<file path="src/rtl/fetch_unit_pkg.sv">
// Shared widths and types for the fetch path.
package C;
   localparam int XLEN       = 32;
   localparam int MEM_AWIDTH = 20;

   typedef struct packed {
      logic [MEM_AWIDTH-1:0] addr;
      logic [XLEN-1:0]       data;
   } fetch_entry_t;
endpackage

</file>
<file path="src/rtl/fetch_unit_sync_fifo.sv">
// Generic synchronous FIFO with flush; flush dominates push and pop.
// Read data is the head entry, combinationally visible while not empty.
module sync_fifo
   import C::*;
#(
   parameter int WIDTH = 8,
   parameter int DEPTH = 4
) (
   input  logic                       clk,
   input  logic                       rstn,
   input  logic                       flush,
   input  logic                       push,
   input  logic                       pop,
   input  logic [WIDTH-1:0]           wdata,
   output logic [WIDTH-1:0]           rdata,
   output logic                       empty,
   output logic                       full,
   output logic [$clog2(DEPTH):0]     count
);
   localparam int AW = $clog2(DEPTH);
   localparam int CW = AW + 1;

   logic [WIDTH-1:0] mem_q [DEPTH];
   logic [AW-1:0]    wr_ptr_q, wr_ptr_d;
   logic [AW-1:0]    rd_ptr_q, rd_ptr_d;
   logic [CW-1:0]    count_q, count_d;
   logic             do_push, do_pop;

   assign empty   = (count_q == '0);
   assign full    = (count_q == CW'(DEPTH));
   assign count   = count_q;
   assign rdata   = mem_q[rd_ptr_q];
   assign do_push = push && !flush;
   assign do_pop  = pop && !flush && !empty;

   always_comb begin
      wr_ptr_d = wr_ptr_q;
      rd_ptr_d = rd_ptr_q;
      count_d  = count_q;
      if (flush) begin
         wr_ptr_d = '0;
         rd_ptr_d = '0;
         count_d  = '0;
      end else begin
         if (do_push) wr_ptr_d = wr_ptr_q + AW'(1);
         if (do_pop)  rd_ptr_d = rd_ptr_q + AW'(1);
         case ({do_push, do_pop})
            2'b10:   count_d = count_q + CW'(1);
            2'b01:   count_d = count_q - CW'(1);
            default: count_d = count_q;
         endcase
      end
   end

   always_ff @(posedge clk) begin
      if (!rstn) begin
         wr_ptr_q <= '0;
         rd_ptr_q <= '0;
         count_q  <= '0;
      end else begin
         wr_ptr_q <= wr_ptr_d;
         rd_ptr_q <= rd_ptr_d;
         count_q  <= count_d;
      end
   end

   // Storage is don't-care until written, so it carries no reset.
   always_ff @(posedge clk) begin
      if (do_push) mem_q[wr_ptr_q] <= wdata;
   end

   a_no_overflow:  assert property (@(posedge clk) disable iff (!rstn) !(push && full && !flush));
   a_no_underflow: assert property (@(posedge clk) disable iff (!rstn) !(pop && empty && !flush));
endmodule

</file>
<file path="src/rtl/fetch_unit.sv">
// Sequential word fetch from sram1rw into a credit-checked output buffer with redirect.
// Request in cycle N appears on instr_* in N+2; issue stalls when buffer plus in-flight reaches depth.
module fetch_unit
   import C::*;
#(
   parameter int                  ADDR_WIDTH = MEM_AWIDTH,
   parameter int                  DATA_WIDTH = XLEN,
   parameter int                  FIFO_DEPTH = 4,
   parameter logic [ADDR_WIDTH-1:0] RESET_ADDR = '0
) (
   input  logic                  clk,
   input  logic                  rstn,
   output logic [ADDR_WIDTH-1:0] mem_addr_o,
   output logic                  mem_req_o,
   input  logic [DATA_WIDTH-1:0] mem_rdata_i,
   output logic                  instr_valid_o,
   input  logic                  instr_ready_i,
   output logic [DATA_WIDTH-1:0] instr_data_o,
   output logic [ADDR_WIDTH-1:0] instr_addr_o,
   input  logic                  redirect_valid_i,
   input  logic [ADDR_WIDTH-1:0] redirect_addr_i
);
   localparam int EW = ADDR_WIDTH + DATA_WIDTH;
   localparam int CW = $clog2(FIFO_DEPTH) + 1;

   typedef struct packed {
      logic [ADDR_WIDTH-1:0] addr;
      logic [DATA_WIDTH-1:0] data;
   } entry_t;

   logic [ADDR_WIDTH-1:0] pc_q, pc_d;
   logic                  inflight_q, inflight_d;
   logic [ADDR_WIDTH-1:0] inflight_addr_q, inflight_addr_d;
   logic                  redir_q, redir_d;

   entry_t        push_entry, head_entry;
   logic [CW-1:0] fifo_count;
   logic          fifo_empty, fifo_full;
   logic          credit_ok, fifo_push, fifo_pop;

   // Credit counts buffered words plus the one still in the SRAM pipe.
   assign credit_ok = (int'(fifo_count) + int'(inflight_q)) < FIFO_DEPTH;
   assign mem_req_o = rstn && !redir_q && credit_ok;
   assign mem_addr_o = pc_q;

   assign push_entry = '{addr: inflight_addr_q, data: mem_rdata_i};
   assign fifo_push  = inflight_q && !redirect_valid_i;
   assign fifo_pop   = instr_valid_o && instr_ready_i && !redirect_valid_i;

   always_comb begin
      pc_d            = pc_q;
      inflight_d      = 1'b0;
      inflight_addr_d = inflight_addr_q;
      redir_d         = 1'b0;
      if (redirect_valid_i) begin
         pc_d    = redirect_addr_i;
         redir_d = 1'b1;
      end else if (mem_req_o) begin
         pc_d            = pc_q + ADDR_WIDTH'(1);
         inflight_d      = 1'b1;
         inflight_addr_d = pc_q;
      end
   end

   always_ff @(posedge clk) begin
      if (!rstn) begin
         pc_q            <= RESET_ADDR;
         inflight_q      <= 1'b0;
         inflight_addr_q <= RESET_ADDR;
         redir_q         <= 1'b0;
      end else begin
         pc_q            <= pc_d;
         inflight_q      <= inflight_d;
         inflight_addr_q <= inflight_addr_d;
         redir_q         <= redir_d;
      end
   end

   sync_fifo #(
      .WIDTH (EW),
      .DEPTH (FIFO_DEPTH)
   ) u_fifo (
      .clk   (clk),
      .rstn  (rstn),
      .flush (redirect_valid_i),
      .push  (fifo_push),
      .pop   (fifo_pop),
      .wdata (push_entry),
      .rdata (head_entry),
      .empty (fifo_empty),
      .full  (fifo_full),
      .count (fifo_count)
   );

   assign instr_valid_o = !fifo_empty;
   assign instr_data_o  = head_entry.data;
   assign instr_addr_o  = head_entry.addr;

   a_credit: assert property (@(posedge clk) disable iff (!rstn) !(fifo_push && fifo_full));
endmodule

</file>
<file path="config.mk">
export PLATFORM = sky130hd
export DESIGN_NAME = fetch_unit
export DESIGN_NICKNAME = d
export VERILOG_FILES = /design/src/rtl/fetch_unit_pkg.sv /design/src/rtl/fetch_unit_sync_fifo.sv /design/src/rtl/fetch_unit.sv
export SDC_FILE = /design/constraint.sdc
export NUM_CORES = 1
export LEC_CHECK = 0
export BUFFER_PORTS_ARGS = -buffer_cell sky130_fd_sc_hd__buf_2
export CORE_MARGIN = 2
export CORE_UTILIZATION = 52
export CTS_CLUSTER_SIZE = 25
export DETAILED_ROUTE_END_ITERATION = 6
export PLACE_DENSITY = 0.79
export REMOVE_ABC_BUFFERS = 1
export SYNTH_ARGS = -nofsm -noshare
export SYNTH_HDL_FRONTEND = slang
export SYNTH_SLANG_ARGS = --single-unit
</file>
<file path="constraint.sdc">
create_clock -name clk -period 2.2 [get_ports clk]
set_input_delay 0.11 -clock clk [delete_from_list [all_inputs] [get_ports clk]]
set_output_delay 0.11 -clock clk [all_outputs]
set_load 0.05 [all_outputs]
</file>
==> metrics, run 1 <==
FF-to-FF End mem_addr_o[16]$_SDFFE_PN0P_; Detail Route Antenna Nets 0; cell row count 50; Num Clock Sinks 259; syn avg cell area 18.0 um2; routed vias/inst 5.63; Syn Inst Count 546; Final Routed Wirelength 19.6 mm; die height 141 um; Fin Setup TNS 0 ns; CTS tree yes; normalized max-slew margin 64.0%; clock slew at reported path FFs 0.06 ns; Worst Hold Class in2reg; WL per Instance 19.6 um; Worst Slack Setup Final 0.0276 ns; static leakage 4.09 nW; first-pass GRT wire length 30.9 mm; final instance area 12200 um2; power per cell area 817 nW/um2; Placed Instance Area 10800 um2; crit path capture type flip-flop; Root Buffer clkbuf_16; Synth top area share 63.7%; maximum number of pins on one net before global-route repair 53; fin util 65.4%; CP max FO 13; post-route total power 9.93 mW; outcome finished, final reports clean; post-route minimum period 2.17 ns; max-slew violations 0; Sw Pwr 2.14 mW; initial antenna violation count 0; switching share of total power 21.5%; most area-consuming cells after synthesis edfxtp_1 64%, mux4_2 12%, dfxtp_1 10%, nand2_1 1.8%, a21boi_0 1.0%; Yosys cell types 42; HPWL after DPL 11.9 mm; initial core utilization 52.8%; FFs w/ async S/R, synth 0%; Synth Warn # 0; ANT cells 0; critical path type reg2reg; worst hold start instr_ready_i; layout cells sized above 1 33.2%; core box area 18600 um2; sequential power share 54.5%; most common library cells after synthesis 208 x edfxtp_1, 52 x mux4_2, 51 x dfxtp_1; dpl ws -0.0127 ns; routability congestion estimate 0.900; RSZ-0062 raised after global routing no; critical path arrival 2.61 ns; DR pass1 iterations 5; logic gate share of total power 5.8%; hold path depth 4; fin nets 809; number of global-route vias before repair 5956; most common cell in the netlist edfxtp_1; Clk network pwr share 39.7%; Internal 7.80 mW; IO buf count 129; R2R Setup Slk 0.03 ns; max_cap viols 0; fin crit share 98.7%; crit start category flip-flop; DRC Markers 0; Mapped Area 9800 um2; I/O Pins 130; area growth from synthesis to layout 24.0%; largest area contributor in the netlist edfxtp_1; Congestion Overflow GR 0; Register-to-Register Path Depth 5; Max Freq 460 MHz; Synth Register Bits 259; vias 5629; Die ar. 20000 um2; Max VDD drop 660 uV; Max Root-Sink Buffers 3; WP data required 2.64 ns; CTS Buf Count 26; final-layout fill cell count 1228; Reg-to-Reg Start u_fifo.count[2]$_SDFFE_PP0P_; final setup violation count 0; EDFF count, synth 208; dominant register cell in the synthesized netlist edfxtp_1; Die Wd 141 um; CTS H-tree depth 1; 1st-iter DRT viols 306; worst-margin pin slew 0.536 ns; clk_skew 0.00601 ns; final hold violations 0; GRT Overall Usage 19.7%; Seq/Total Area, Yosys 74.1%; Clk Latency, worst-skew pair 0.51 ns
## cells in the final DEF, fill, tap and decap left out, types with 3 or more instances in the layout
cell type	Yosys	routed
edfxtp_1	208	208
buf_2	6	129
dlygate4sd3_1	0	53
mux4_2	52	52
dfxtp_1	51	49
nand2_1	47	47
clkbuf_16	0	27
o21ai_0	18	18
buf_4	0	17
a21boi_0	13	13
nor2_1	11	10
xnor2_1	10	10
a21oi_1	9	9
a31oi_1	8	8
inv_1	7	7
or4_1	7	7
o31ai_1	7	7
clkinv_2	0	7
nand3_1	6	6
ha_1	6	6
clkbuf_1	23	6
and4_1	5	5
nand4_1	5	5
nor3_1	5	5
a21boi_1	5	5
and2_2	0	4
or3_4	0	3
or3_1	6	3
nor4_1	3	3
clkinvlp_4	0	3
buf_12	0	3
## worst max-delay path, cell delays in order (launching register included)
cell	delay, ns
dfxtp_1	0.33
buf_4	0.14
or3b_4	0.47
or3_4	0.45
or4_1	0.54
a31oi_1	0.17
## worst max-delay path by stage
stage                            startpoint                      endpoint  slack, ns  depth (start not counted)
3_5_place_dp   u_fifo.count[2]$_SDFFE_PP0P_  u_fifo.count[2]$_SDFFE_PP0P_      -0.01                          7
5_1_grt        u_fifo.count[2]$_SDFFE_PP0P_   mem_addr_o[14]$_SDFFE_PN0P_      0.007                          5
4_1_cts        u_fifo.count[2]$_SDFFE_PP0P_   mem_addr_o[19]$_SDFFE_PN0P_       0.02                          5
2_1_floorplan                     flip-flop               instr_addr_o[0]      -0.97                          1
6_report       u_fifo.count[2]$_SDFFE_PP0P_   mem_addr_o[16]$_SDFFE_PN0P_       0.03                          5
3_3_place_gp   u_fifo.count[2]$_SDFFE_PP0P_  u_fifo.count[2]$_SDFFE_PP0P_       0.07                          7
## state kept, by name (all words and copies together), names as in the netlist, named ones only
signal	cells
u_fifo.count	3
u_fifo.rd_ptr_q	2
u_fifo.mem_q	208
inflight_q	1
inflight_addr_q	20
redir_q	1
u_fifo.wr_ptr_q	2
mem_addr_o	20
## stage by stage
| step | hold slack (ns) | cells |
|---|---|---|
| finish | 0.0737 | 999 |
| global route | 0.0889 | 999 |
| CTS | 0.0550 | 999 |
| detailed placement | 0.327 | 899 |
| global placement | 0.317 | 899 |
| floorplan | 0.209 | 516 |
## layout make-up
class	instances	area, um2	share of cell area (%)
clock buffers	33	698	5.74
inverters	8	30.0	0.247
flip-flops and latches	259	7270	59.8
multi-input cells	249	2420	19.9
repair buffers	202	1360	11.2
well taps	234	293	2.41
clock inverters	14	75.1	0.618
## cell families (layout without fill, tap and decap cells)
logic type                 count (synthesis)  after routing  share of synthesized area (%)
and+or+nand+nor                          109            109                           5.65
buffers and inverters                     38            257                           1.53
DFF                                      259            259                           74.1
adders and majority gates                  7              7                          0.970
muxes                                     54             54                           12.2
xor gates and xnor gates                  11             11                          0.983
AOI/OAI and AO/OA                         68             68                           4.58
## metal layers
metal  up-vias  global-route usage [%]  wire length, um
met1      2790                    26.0             8260
li1       2573                       -                -
met2       236                    33.9             9590
met5         -                       0                0
met3        30                    4.02             1390
met4         0                    5.05              336
## repair_timing
item                       in CTS  in global routing
hold buffers                   53                  0
hold endpoints to repair      148                  0
resized for setup               3                  4
setup buffers                   0                  0
pin swaps                       0                  1
setup endpoints to repair       2                  6
## power by group through the flow
stage	registers, mW	clock network (mW)	logic [mW]
2_1_floorplan	5.59	0	0.227
3_3_place_gp	5.50	0	0.477
3_5_place_dp	5.51	0	0.495
4_1_cts	5.41	4.04	0.571
5_1_grt	5.42	4.23	0.610
6_report	5.41	3.95	0.573
Power figures use the tool's default switching activity.
==> inputs of run 2 (changes only) <==
--- a/config.mk
+++ b/config.mk
@@ -5,12 +5,13 @@
 export SDC_FILE = /design/constraint.sdc
 export NUM_CORES = 1
 export LEC_CHECK = 0
-export BUFFER_PORTS_ARGS = -buffer_cell sky130_fd_sc_hd__buf_2
+export ABC_AREA = 1
 export CORE_MARGIN = 2
-export CORE_UTILIZATION = 52
+export CORE_UTILIZATION = 63
 export CTS_CLUSTER_SIZE = 25
 export DETAILED_ROUTE_END_ITERATION = 6
-export PLACE_DENSITY = 0.79
+export DONT_BUFFER_PORTS = 1
+export PLACE_DENSITY = 0.82
 export REMOVE_ABC_BUFFERS = 1
 export SYNTH_ARGS = -nofsm -noshare
 export SYNTH_HDL_FRONTEND = slang
==> constraint.sdc (replaced) <==
create_clock -name clk -period 2.37 [get_ports clk]
set_input_delay 0.1185 -clock clk [delete_from_list [all_inputs] [get_ports clk]]
set_output_delay 0.1185 -clock clk [all_outputs]
set_load 0.05 [all_outputs]
==> run 2 against run 1 <==
  * Die area fell by 13%
  * Critical path depth unchanged
  * Sequential power shrank 7.0%
  * Hold slack lost 0.043 ns
  * Final area increased by 2.2%
  * Cell count is 27% higher
  * Clock power fell by 8.4%
  * Flip-flop and latch count is the same
  * Global-route usage grew 8.4 points
  * Via count up 34%
  * Routed wire length up 26%
  * First-iteration DRC count grew 130%
==> metrics, run 2 <==
GRT Overall Usage 28.1% (+8.4 points); critical path arrival 2.09 ns (-0.52 ns); FFs w/ async S/R, synth 0% (unchanged); switching share of total power 22.0% (+0.46 points); most frequent CP cell buf_4; RSZ-0062 raised after global routing no; I/O Pins 130 (unchanged); area growth from synthesis to layout 20.7%; routability congestion estimate 0.844 (-6.2%); CTS Buf Count 25 (-3.8%); Top Layer Used met4; sequential power share 54.3% (-0.2 points); final setup violation count 0 (unchanged); HPWL after DPL 13.5 mm (+13%); fin nets 1100 (+36%); most area-consuming cells after synthesis edfxtp_1 61%, dfxtp_1 9.9%, o21ai_0 6.5%, nor2_1 6.2%, nand2_1 3.8%; Critical Path Max Stage Delay 0.44 ns (-0.10 ns); Detail Route Antenna Nets 0 (unchanged); EDFF count, synth 208 (unchanged); Largest Register u_fifo.mem_q; number of global-route vias before repair 7513 (+26%); largest area contributor in the netlist edfxtp_1; Clk Latency, worst-skew pair 0.51 ns (about the same); logic gate share of total power 6.6% (+0.8 points); commonest non-fill, non-tap cells in the layout 208 x edfxtp_1, 165 x nor2_1, 133 x o21ai_0; first-pass GRT wire length 39.0 mm (+26%); max-slew violations 0 (unchanged); Die ar. 17400 um2 (-13%); dpl ws 0.551 ns (+0.564 ns); most common library cells after synthesis 208 x edfxtp_1, 169 x nor2_1, 133 x o21ai_0; Reg area 7270 um2 (unchanged); Syn Inst Count 912 (+67%); Die Wd 132 um (-6.7%); max_cap viols 0 (unchanged); post-route total power 9.27 mW (-6.7%); Yosys cell types 25 (-40%); WP data required 2.25 ns (-0.39 ns); Multi-input gate area 2610 um2 (+7.9%); outcome finished, final reports clean; critical path type reg2out; Root Buffer clkbuf_16; WL per Instance 19.4 um (-0.81%); Max Root-Sink Buffers 3 (unchanged); DR pass1 iterations 7 (+2); initial core utilization 64.5% (+12 points); vias 7569 (+34%); clock slew at reported path FFs 0.06 ns (about the same); routed vias/inst 5.95 (+5.5%); number of flip-flops in the largest register 208 (unchanged); Clk network pwr share 39.1% (-0.6 points); Worst Hold Class in2reg; DRC Markers 0 (unchanged); initial antenna violation count 0 (unchanged); maximum number of pins on one net before global-route repair 105 (+98%); Internal 7.23 mW (-7.2%); CTS H-tree depth 1 (unchanged); Hold Slack 0.0308 ns (-0.0429 ns); Reg-to-Reg Start mem_addr_o[0]$_SDFFE_PN0P_; core box area 15900 um2 (-14%); die height 132 um (-6.7%); Fin Setup TNS 0 ns (unchanged); Sw Pwr 2.04 mW (-4.7%); layout cells sized above 1 13.0% (-20 points); CP max FO 30 (+17); postcts setup bufs 0 (unchanged); CTS tree yes; Congestion Overflow GR 0 (unchanged); Max VDD drop 531 uV (-20%); final hold violations 0 (unchanged); post-route minimum period 2.20 ns; clk_skew 0.0149 ns (+0.00892 ns); cell row count 46 (-8.0%); Synth Register Bits 259 (unchanged); metal3 WL 2.19 mm (+58%); worst path cell trace inv_1 -> buf_4 -> o21ai_0 -> o22ai_1 -> buf_4; worst hold start redirect_valid_i; met2 WL 12.3 mm (+28%); crit start category flip-flop; 1st-iter DRT viols 703 (+130%); most common cell in the netlist edfxtp_1; Num Clock Sinks 259 (unchanged); fin crit share 93.0%; power per cell area 746 nW/um2 (-8.7%); crit path capture type primary output; IO buf count 0 (-100%); Worst Slack Setup Final 0.166 ns (+0.138 ns); static leakage 4.54 nW (+11%); syn avg cell area 11.3 um2 (-37%); Mapped Area 10300 um2 (+5.0%); Final Routed Wirelength 24.7 mm (+26%); Max Freq 454 MHz; normalized max-slew margin 37.5% (-26 points); Synth Warn # 0 (unchanged); slowest CP cell dfxtp_2; worst-margin pin slew 0.937 ns (+0.401 ns); leading cell type in the layout, fill and taps excluded edfxtp_1; M1 wire length 9.79 mm (+19%); Seq/Total Area, Yosys 70.6% (-3.5 points); Synth top area share 60.7% (-3.0 points); final-layout fill cell count 879 (-28%); dominant register cell in the synthesized netlist edfxtp_1
## run 2: metrics by stage
stage               cells  cell area (um2)  utilization [%]
floorplan             867            10100                -
global placement     1171            11100             69.8
detailed placement   1171            11100             69.8
CTS                  1271            12400             77.8
global route         1271            12400             77.9
finish               1273            12400             77.9
## run 2: metal layers
metal  track usage [%]  vias to the layer above
met5                 0                        -
met4              7.43                        0
met3              4.84                       48
met2              47.7                      451
met1              38.1                     3624
li1                  -                     3446
## run 2: power by group through the flow
stage	Combinational, mW	Clock [mW]	Sequential [mW]
2_1_floorplan	0.258	0	5.20
3_3_place_gp	0.478	0	5.13
3_5_place_dp	0.486	0	5.13
4_1_cts	0.599	3.65	5.03
5_1_grt	0.653	3.85	5.04
6_report	0.612	3.62	5.03
## run 2: critical path, delay by kind of cell, from the launching register on
family                 cells  cell delay (ns)
AOI/OAI and AO/OA          2             0.43
buffers and inverters      3             0.68
DFF                        1             0.44
## run 2: path summary, 6_finish.rpt
path | to | slack, ns | cells past startpoint
setup / recovery | instr_addr_o[16] | 0.17 | 5
setup reg to reg | mem_addr_o[18]$_SDFFE_PN0P_ | 0.23 | 11
hold / removal | mem_addr_o[1]$_SDFFE_PN0P_ | 0.03 | 4
hold reg to reg | flip-flop | 0.50 | 2
## run 2: cells by family after synthesis
| kind of cell | share of synthesized area, % |
|---|---|
| xor gates and xnor gates | 0.341 |
| adders and majority gates | 0.924 |
| and+or+nand+nor | 12.5 |
| DFF | 70.6 |
| AOI/OAI and AO/OA | 11.4 |
| buffers and inverters | 4.28 |
## run 2: final cells by class
class                      count  share of cell area, %
antenna                        2                 0.0403
clock buffer                  36                   5.37
inverter                      62                   1.87
sequential                   259                   58.6
multi-input combinational    546                   21.0
tap                          216                   2.18
clock inverter                 9                  0.574
timing repair buffer         143                   10.4
## run 2: timing repair
item	in CTS	in global routing
endpoints found under the hold margin	174	0
resized for setup	0	1
endpoints found under the setup margin	0	11
hold buffers	55	0
